**config.mk**
```make
export PLATFORM = sky130hd
export DESIGN_NAME = phase_countdown_timer
export DESIGN_NICKNAME = d
export VERILOG_FILES = /design/src/rtl/traffic_pkg.sv /design/src/rtl/tick_prescaler.sv /design/src/rtl/phase_countdown_timer.sv
export SDC_FILE = /design/constraint.sdc
export NUM_CORES = 1
export LEC_CHECK = 0
export CAP_MARGIN = 0
export CORE_ASPECT_RATIO = 0.6
export CORE_UTILIZATION = 55
export CTS_BUF_LIST = sky130_fd_sc_hd__clkbuf_4
export DETAILED_ROUTE_END_ITERATION = 10
export GPL_TIMING_DRIVEN = 0
export PLACE_DENSITY = 0.78
export SLEW_MARGIN = 20
export SYNTH_ARGS = -nofsm -noshare
export SYNTH_HDL_FRONTEND = slang
export SYNTH_SLANG_ARGS = --single-unit
```
**constraint.sdc**
```tcl
create_clock -name clk -period 3.69 [get_ports clk]
set_input_delay 0.5535 -clock clk [delete_from_list [all_inputs] [get_ports clk]]
set_output_delay 0.5535 -clock clk [all_outputs]
set_load 0.03 [all_outputs]
```
**src/rtl/traffic_pkg.sv**
```systemverilog
// Shared definitions for traffic-light phase timing: controller state
// encoding and the default timing constants.
package traffic_pkg;

  typedef enum logic [1:0] {
    ST_IDLE    = 2'd0,
    ST_RUN     = 2'd1,
    ST_PAUSE   = 2'd2,
    ST_EXPIRED = 2'd3
  } state_e;

  localparam int DEF_WIDTH    = 7;
  localparam int DEF_IDLE_VAL = 99;        // legacy 99 s phase
  localparam int DEF_TICK_DIV = 50000000;  // 1 s at 50 MHz
  localparam int DEF_WARN     = 3;

endpackage

```
**src/rtl/tick_prescaler.sv**
```systemverilog
// Divides clk down to a one-cycle tick strobe every pTICK_DIV enabled cycles.
// A pending tick is held while disabled so a freeze never drops it.
module tick_prescaler #(
  parameter int pTICK_DIV = 50000000
) (
  input  logic clk,
  input  logic rst,
  input  logic en,
  input  logic clr,
  output logic tick
);

  localparam int CW = (pTICK_DIV > 1) ? $clog2(pTICK_DIV) : 1;
  localparam logic [CW-1:0] CNT_LAST = CW'(pTICK_DIV - 1);
  localparam logic [CW-1:0] CNT_ONE  = CW'(1);

  logic [CW-1:0] cnt_q, cnt_d;
  logic          tick_q, tick_d;

  always_comb begin
    cnt_d  = cnt_q;
    tick_d = tick_q;
    if (clr) begin
      cnt_d  = '0;
      tick_d = 1'b0;
    end else if (en) begin
      tick_d = (cnt_q == CNT_LAST);
      cnt_d  = (cnt_q == CNT_LAST) ? '0 : cnt_q + CNT_ONE;
    end
  end

  always_ff @(posedge clk) begin
    if (rst) begin
      cnt_q  <= '0;
      tick_q <= 1'b0;
    end else begin
      cnt_q  <= cnt_d;
      tick_q <= tick_d;
    end
  end

  assign tick = tick_q;

endmodule

```
**src/rtl/phase_countdown_timer.sv**
```systemverilog
// Loadable phase down-counter with prescaled tick, pause/abort, one-shot or
// auto-reload expiry, and warning/last decodes for the light controller.
module phase_countdown_timer
  import traffic_pkg::*;
#(
  parameter int pWIDTH    = DEF_WIDTH,
  parameter int pIDLE_VAL = DEF_IDLE_VAL,
  parameter int pTICK_DIV = DEF_TICK_DIV,
  parameter int pWARN     = DEF_WARN
) (
  input  logic              clk,
  input  logic              rst,
  input  logic              start,
  input  logic [pWIDTH-1:0] load_val,
  input  logic              mode_reload,
  input  logic              pause,
  input  logic              abort,
  output logic [pWIDTH-1:0] count,
  output logic              tick,
  output logic              last,
  output logic              pre_last,
  output logic              warn,
  output logic              done,
  output logic              busy
);

  localparam logic [pWIDTH-1:0] IDLE_CNT = pWIDTH'(pIDLE_VAL);
  localparam logic [pWIDTH-1:0] CNT_ONE  = pWIDTH'(1);

  state_e            state_q, state_d;
  logic [pWIDTH-1:0] count_q, count_d;
  logic [pWIDTH-1:0] reload_q, reload_d;
  logic              mode_q, mode_d;
  logic              done_q, done_d;
  logic              pre_tick;
  logic              pre_en, pre_clr;

  // Prescaler only advances on cycles where RUN actually continues, so a
  // cycle taken by abort/start/pause never moves it.
  assign pre_en  = (state_q == ST_RUN) && !abort && !start && !pause;
  assign pre_clr = abort || start;

  tick_prescaler #(
    .pTICK_DIV(pTICK_DIV)
  ) u_prescaler (
    .clk (clk),
    .rst (rst),
    .en  (pre_en),
    .clr (pre_clr),
    .tick(pre_tick)
  );

  always_comb begin
    state_d  = state_q;
    count_d  = count_q;
    reload_d = reload_q;
    mode_d   = mode_q;
    done_d   = 1'b0;
    if (abort) begin
      state_d = ST_IDLE;
      count_d = IDLE_CNT;
    end else if (start) begin
      count_d  = load_val;
      reload_d = load_val;
      mode_d   = mode_reload;
      state_d  = pause ? ST_PAUSE : ST_RUN;
    end else begin
      case (state_q)
        ST_RUN: begin
          if (pause) begin
            state_d = ST_PAUSE;
          end else if (pre_tick) begin
            if (count_q != '0) begin
              count_d = count_q - CNT_ONE;
            end else begin
              done_d = 1'b1;
              if (mode_q) count_d = reload_q;
              else        state_d = ST_EXPIRED;
            end
          end
        end
        ST_PAUSE: if (!pause) state_d = ST_RUN;
        default: ;
      endcase
    end
  end

  always_ff @(posedge clk) begin
    if (rst) begin
      state_q  <= ST_IDLE;
      count_q  <= IDLE_CNT;
      reload_q <= IDLE_CNT;
      mode_q   <= 1'b0;
      done_q   <= 1'b0;
    end else begin
      state_q  <= state_d;
      count_q  <= count_d;
      reload_q <= reload_d;
      mode_q   <= mode_d;
      done_q   <= done_d;
    end
  end

  assign count    = count_q;
  assign busy     = (state_q == ST_RUN) || (state_q == ST_PAUSE);
  assign tick     = pre_tick && (state_q == ST_RUN);
  assign last     = (count_q == '0) && (state_q != ST_IDLE);
  assign pre_last = (count_q == CNT_ONE) && (state_q != ST_IDLE);
  assign warn     = busy && (count_q != '0) && (int'(count_q) <= pWARN);
  assign done     = done_q;

endmodule

```
==> results.sh, run 1 <==
export IMPL_post_route_cell_area_mm2=0.00271
export IMPL_async_flop_share_pct=0
export IMPL_sequentialPowerShare_pct=57.1
export IMPL_critPathRequiredTime_ns=3.14
export IMPL_grt_usage_pct=27.2
export IMPL_route_detailed_drc=0
export IMPL_fin_tns_setup_ns=0
export IMPL_pin_count=26
export IMPL_pre_cts_ws_ns=0.617
export IMPL_crit_arrival_ns=2.77
export IMPL_cp_max_fo=10
export IMPL_maxCapViolations=0
export IMPL_worst_pin_slew_ns=0.766
export IMPL_p_switching_w=0.000215
export IMPL_h_tree_depth=2
export IMPL_grt_max_degree=14
export IMPL_vdd_ir_drop_max_mv=0.196
export IMPL_wl_um=5810
export IMPL_cts_buffers=5
export IMPL_r2r_end="u_prescaler.cnt_q[15]"
export IMPL_synth_seq_cells=45
export IMPL_ys_seq_area_share_pct=38.8
export IMPL_max_freq_mhz=300
export IMPL_yosys_top_cells_area="dfxtp_1 39%, xor2_1 7.5%, nor2_1 6.6%, ha_1 4.3%, nand4_1 3.2%"
export IMPL_syn_avg_cell_area_um2=8.48
export IMPL_syn2layout_area_growth_pct=16.5
export IMPL_post_cts_buffers=0
export IMPL_slew_headroom_pct=48.5
export IMPL_vias=2184
export IMPL_synth_edf_count=0
export IMPL_dr_pass1_iters=5
export IMPL_netlist_area_mm2=0.00232
export IMPL_post_drt_wl_per_cell_um=16.1
export IMPL_power_switching_share_pct=24.3
export IMPL_synth_main_ff_cell="dfxtp_1"
export IMPL_min_to="u_prescaler.cnt_q[20]"
export IMPL_synth_top_family_by_area="simple AND/OR/NAND/NOR gates"
export IMPL_status="finished, final reports clean"
export IMPL_netlist_instances=274
export IMPL_nNetsFinal=326
export IMPL_crit_path_start_kind="flip-flop"
export IMPL_r2r_start="state_q[1]"
export IMPL_gp_congestion=0.910
export IMPL_place_area_mm2=0.00264
export IMPL_grt_setup_unrepaired="no"
export IMPL_yosys_area_top_type_share_pct=38.8
export IMPL_drt_iter0_markers=183
export IMPL_dieArea_mm2=0.00450
export IMPL_synth_compound_area_share_pct=14.8
export IMPL_synthAdderAreaFrac_pct=4.31
export IMPL_fillCellCount=324
export IMPL_drv_slew=0
export IMPL_die_w_um=85.9
export IMPL_r2r_cells=9
export IMPL_rows=17
export IMPL_cts_clk_slew_worst_paths_ns=0.12
export IMPL_grt_pass1_wl_um=9290
export IMPL_initial_core_util_pct=60.4
export IMPL_criticalPathCategory="reg -> out"
export IMPL_hpwl_um=4280
export IMPL_postCtsHoldBufs=0
export IMPL_cts_tree="built"
export IMPL_cts_resized=0
export IMPL_root_buffer="clkbuf_4"
export IMPL_crit_start="count[2]"
export IMPL_drive_gt1_share_pct=5.57
export IMPL_setup_violations_final=0
export IMPL_vias_per_cell=6.03
export IMPL_p_leak_nw=0.983
export IMPL_r2r_setup_slack_ns=1.10
export IMPL_hp_start="u_prescaler.cnt_q[20]"
export IMPL_worstSetupEndpointType="output port"
export IMPL_post_route_util_pct=70.3
export IMPL_holdWs_ns=0.491
export IMPL_synthXorXnorAreaFrac_pct=8.67
export IMPL_grt_overflow=0
export IMPL_die_y_um=52.3
export IMPL_cts_buffer_depth=2
export IMPL_fin_ws_ns=0.362
export IMPL_internal_power_w=0.000670
export IMPL_clock_sinks=45
export IMPL_power_density_mw_per_mm2=327
export IMPL_insertion_delay_ns=0.35
export IMPL_netlist_top_cell_by_area="dfxtp_1"
export IMPL_portBuffers=24
export IMPL_grt_pass1_vias=1834
export IMPL_pwr_share_comb_pct=9.7
export IMPL_fin_crit_ns=3.33
export IMPL_yosys_area_share_simple_pct=29.0
export IMPL_min_period_over_period_pct=90.2
export IMPL_hold_viol=0
export IMPL_hold_path_depth=1
export IMPL_core_mm2=0.00385
export IMPL_worstHoldPathType="reg -> reg"
export IMPL_synth_distinct_cells=50
export IMPL_skew_ns=0.0105
export IMPL_clkPwrFrac_pct=33.2
export IMPL_syn_num_nets=295
export IMPL_synth_warning_count=0
export IMPL_synth_area_mux_share_pct=1.29
export IMPL_ant_nets=0
export IMPL_n_antenna_cell=0
export IMPL_grt_antenna_before_repair=0
## registers in the layout, summed over array words and instances (netlist names)
register,cells
u_prescaler.tick,1
u_prescaler.cnt_q,26
count,7
mode_q,1
reload_q,7
state_q,2
done,1
## final cells by class
class	count	area, um2	area share, %
inverter	10	37.5	1.39
clock buffer	5	37.5	1.39
clock inverter	2	35.0	1.29
sequential	45	901	33.3
buffer	8	36.3	1.34
multi-input combinational	211	1350	49.8
tap	57	71.3	2.63
timing repair buffer	24	240	8.87
## cells by family after synthesis
family / Yosys count
AO/OA/AOI/OAI: 50
XOR/XNOR: 23
multiplexers: 3
AND/OR/NAND/NOR: 127
flip-flops: 45
buffers and inverters: 18
adder cells (fa/ha/maj): 8
## critical path, cell delays in order, from the launching register on
cell and delay (ns):
dfxtp_1 0.41, or4_1 0.65, or3_1 0.39, buf_2 0.21, nor2_1 0.10, clkdlybuf4s50_1 0.68
## metrics by stage
| step | power [W] | cells |
|---|---|---|
| 4_1_cts | 0.000890 | 362 |
| 3_3_place_gp | 0.000598 | 355 |
| 3_5_place_dp | 0.000599 | 355 |
| 2_1_floorplan | 0.000562 | 274 |
| 5_1_grt | 0.000917 | 362 |
| 6_report | 0.000885 | 362 |
## cells in the mapped netlist, types with 3 or more instances
master and number:
a21oi_1 14, nor3_1 9, inv_1 9, xor2_1 20, o31ai_1 3, nor2_1 41
ha_1 8, a311oi_1 3, nor4_1 3, and3_1 7, a211o_1 4, nand4_1 12
clkbuf_1 5, and4_1 3, dfxtp_1 45, nand2_1 17, nand3_1 12, mux2i_1 3
nor2b_1 4, a31oi_1 4, nand2b_1 3, xnor2_1 3, o21ai_0 5
## placed cells by master, fill, tap and decap left out, drive strengths merged, types with 3 or more instances in the layout
master         synthesis  layout
nor2b                  4       4
mux2i                  3       3
a31oi                  4       4
nor4                   4       4
xnor2                  3       3
ha                     8       8
nor3                  10      10
clkbuf                 5      10
clkdlybuf4s50          0      24
and3                   7       7
inv                   10      10
nand4                 12      12
dfxtp                 45      45
a211o                  4       4
o21ai                  6       6
and4                   3       3
o31ai                  3       3
nand2                 17      17
buf                    3       3
a21oi                 14      14
xor2                  20      20
nand3                 12      12
nor2                  41      41
a311oi                 3       3
nand2b                 3       3
## worst max path at each step
stage / cells after the start / slack, ns / to
2_1_floorplan: 2 / 1.00 / pre_last
3_3_place_gp: 8 / 0.64 / u_prescaler.cnt_q[17]
3_5_place_dp: 8 / 0.62 / u_prescaler.cnt_q[15]
4_1_cts: 5 / 0.38 / last
5_1_grt: 5 / 0.26 / last
6_report: 5 / 0.36 / last
## layer usage
metal  GRT usage [%]  part of all wire, %
met1            44.2                   53
met2            35.6                   39
met3            6.14                  8.2
met4            3.89                 0.26
met5               0                    0
## power by group through the flow
stage	Combinational [W]	Sequential [W]	Clock [W]
final	0.0000857	0.000505	0.000294
after CTS	0.0000842	0.000505	0.000301
after floorplan	0.0000439	0.000518	0
after global placement	0.0000827	0.000515	0
after global routing	0.0000927	0.000506	0.000318
after detailed placement	0.0000837	0.000515	0
Note: power is estimated with default switching activity, not from simulation.
==> run 2, diff against run 1 <==
- CORE_MARGIN: not set -> 5
- CTS_BUF_LIST: sky130_fd_sc_hd__clkbuf_4 -> sky130_fd_sc_hd__clkbuf_16
==> run 2 against run 1 <==
Via count decreased by 0.82%. Sequential power about the same. Utilization decreased by 2.8 points. Die area increased by 26%. Critical path type unchanged.
==> results.sh, run 2 (same netlist as run 1, synthesis figures left out) <==
export IMPL_cts_tree="built"
export IMPL_cts_buffers=5
export IMPL_core_mm2=0.00410
export IMPL_drv_slew=0
export IMPL_cp_max_fo=10
export IMPL_drive_gt1_share_pct=5.26
export IMPL_worst_pin_slew_ns=0.711
export IMPL_critical_path_top_delay_family="simple AND/OR/NAND/NOR gates"
export IMPL_post_route_cell_area_mm2=0.00277
export IMPL_drt_iter0_markers=235
export IMPL_syn2layout_area_growth_pct=19.2
export IMPL_n_antenna_cell=0
export IMPL_vias_per_cell=5.95
export IMPL_cts_buffer_depth=2
export IMPL_cts_resized=0
export IMPL_clock_sinks=45
export IMPL_nNetsFinal=326
export IMPL_setup_violations_final=0
export IMPL_grt_pass1_wl_um=9850
export IMPL_largest_reg_flops=26
export IMPL_vdd_ir_drop_max_mv=0.215
export IMPL_post_cts_buffers=0
export IMPL_die_y_um=60.3
export IMPL_post_drt_wl_per_cell_um=16.1
export IMPL_cts_clk_slew_worst_paths_ns=0.06
export IMPL_crit_start="count[2]"
export IMPL_min_period_over_period_pct=87.5
export IMPL_skew_ns=0.00350
export IMPL_worstSetupEndpointType="output port"
export IMPL_vias=2166
export IMPL_critPathSlowestCell="clkdlybuf4s50_1"
export IMPL_ant_nets=0
export IMPL_dieArea_mm2=0.00567
export IMPL_r2r_start="state_q[1]"
export IMPL_hold_viol=0
export IMPL_portBuffers=24
export IMPL_place_area_mm2=0.00264
export IMPL_die_w_um=93.9
export IMPL_dr_pass1_iters=5
export IMPL_top_register="u_prescaler.cnt_q"
export IMPL_power_density_mw_per_mm2=362
export IMPL_grt_setup_unrepaired="no"
export IMPL_route_detailed_drc=0
export IMPL_worstHoldPathType="reg -> reg"
export IMPL_crit_arrival_ns=2.68
export IMPL_fin_tns_setup_ns=0
export IMPL_hpwl_um=4270
export IMPL_fin_crit_ns=3.23
export IMPL_grt_overflow=0
export IMPL_path_cells="or4_1 > or3_1 > buf_2 > nor2_1 > clkdlybuf4s50_1"
export IMPL_cp_buffers_inverters=2
export IMPL_grt_antenna_before_repair=0
export IMPL_final_common_cell="dfxtp_1"
export IMPL_maxCapViolations=0
export IMPL_worst_path_largest_cell_delay_ns=0.69
export IMPL_wl_um=5870
export IMPL_critPathRequiredTime_ns=3.14
export IMPL_initial_core_util_pct=56.7
export IMPL_status="finished, final reports clean"
export IMPL_r2r_setup_slack_ns=1.17
export IMPL_rows=18
export IMPL_grt_max_degree=13
export IMPL_grt_pass1_vias=1960
export IMPL_slew_headroom_pct=52.2
export IMPL_hp_start="u_prescaler.cnt_q[1]"
export IMPL_postCtsHoldBufs=0
export IMPL_h_tree_depth=2
export IMPL_grt_usage_pct=22.2
export IMPL_pre_cts_ws_ns=0.631
export IMPL_fin_ws_ns=0.460
export IMPL_p_leak_nw=1.01
export IMPL_insertion_delay_ns=0.28
export IMPL_pin_count=26
export IMPL_gp_congestion=0.904
export IMPL_criticalPathCategory="reg -> out"
export IMPL_root_buffer="clkbuf_16"
export IMPL_crit_path_start_kind="flip-flop"
export IMPL_layout_common_cells="45 x dfxtp_1, 41 x nor2_1, 24 x clkdlybuf4s50_1"
export IMPL_max_freq_mhz=310
run 2: changes by cell type in the layout (fill, tap and decap cells not counted), sizes merged:
cell,previous run,this run
bufinv,1,0
run 2: path summary, 6_finish.rpt:
path | end | cells after the start
worst max-delay path | last | 5
worst min-delay path | u_prescaler.cnt_q[1] | 2
worst max register to register | u_prescaler.cnt_q[22] | 9
worst min register to register | u_prescaler.cnt_q[1] | 2
run 2: area by class of cell:
class | count | area [um2]
clock buffers | 5 | 125
clock inverters | 1 | 5.00
fillers | 350 | 1330
inverters | 10 | 37.5
flip-flops and latches | 45 | 901
repair buffers | 24 | 240
well taps | 60 | 75.1
multi-input cells | 211 | 1350
plain buffers | 8 | 36.3
run 2: tightest hold or removal path, cell delays in order, from the launching register on:
cell     delay [ns]
dfxtp_1        0.33
nand2_1        0.06
a21oi_1        0.05
run 2: metal layers:
layer | global-route usage, % | routed length (um)
met1 | 34.6 | 2920
met4 | 2.47 | 20
met5 | 0 | 0
met2 | 32.2 | 2410
met3 | 5.08 | 518
run 2: metrics by stage:
step | utilization, % | instances | hold WS, ns | total power, W
after floorplan | - | 274 | 0.428 | 0.000562
after global placement | 64.4 | 358 | 0.462 | 0.000598
after detailed placement | 64.4 | 358 | 0.478 | 0.000600
after CTS | 67.6 | 364 | 0.486 | 0.00101
after global routing | 67.6 | 364 | 0.509 | 0.00104
final | 67.6 | 364 | 0.484 | 0.00100
run 2: power breakdown:
part	internal, W	total [W]	switching [W]
registers	0.000495	0.000505	0.00000974
clock network	0.000242	0.000410	0.000168
logic	0.0000371	0.0000864	0.0000493
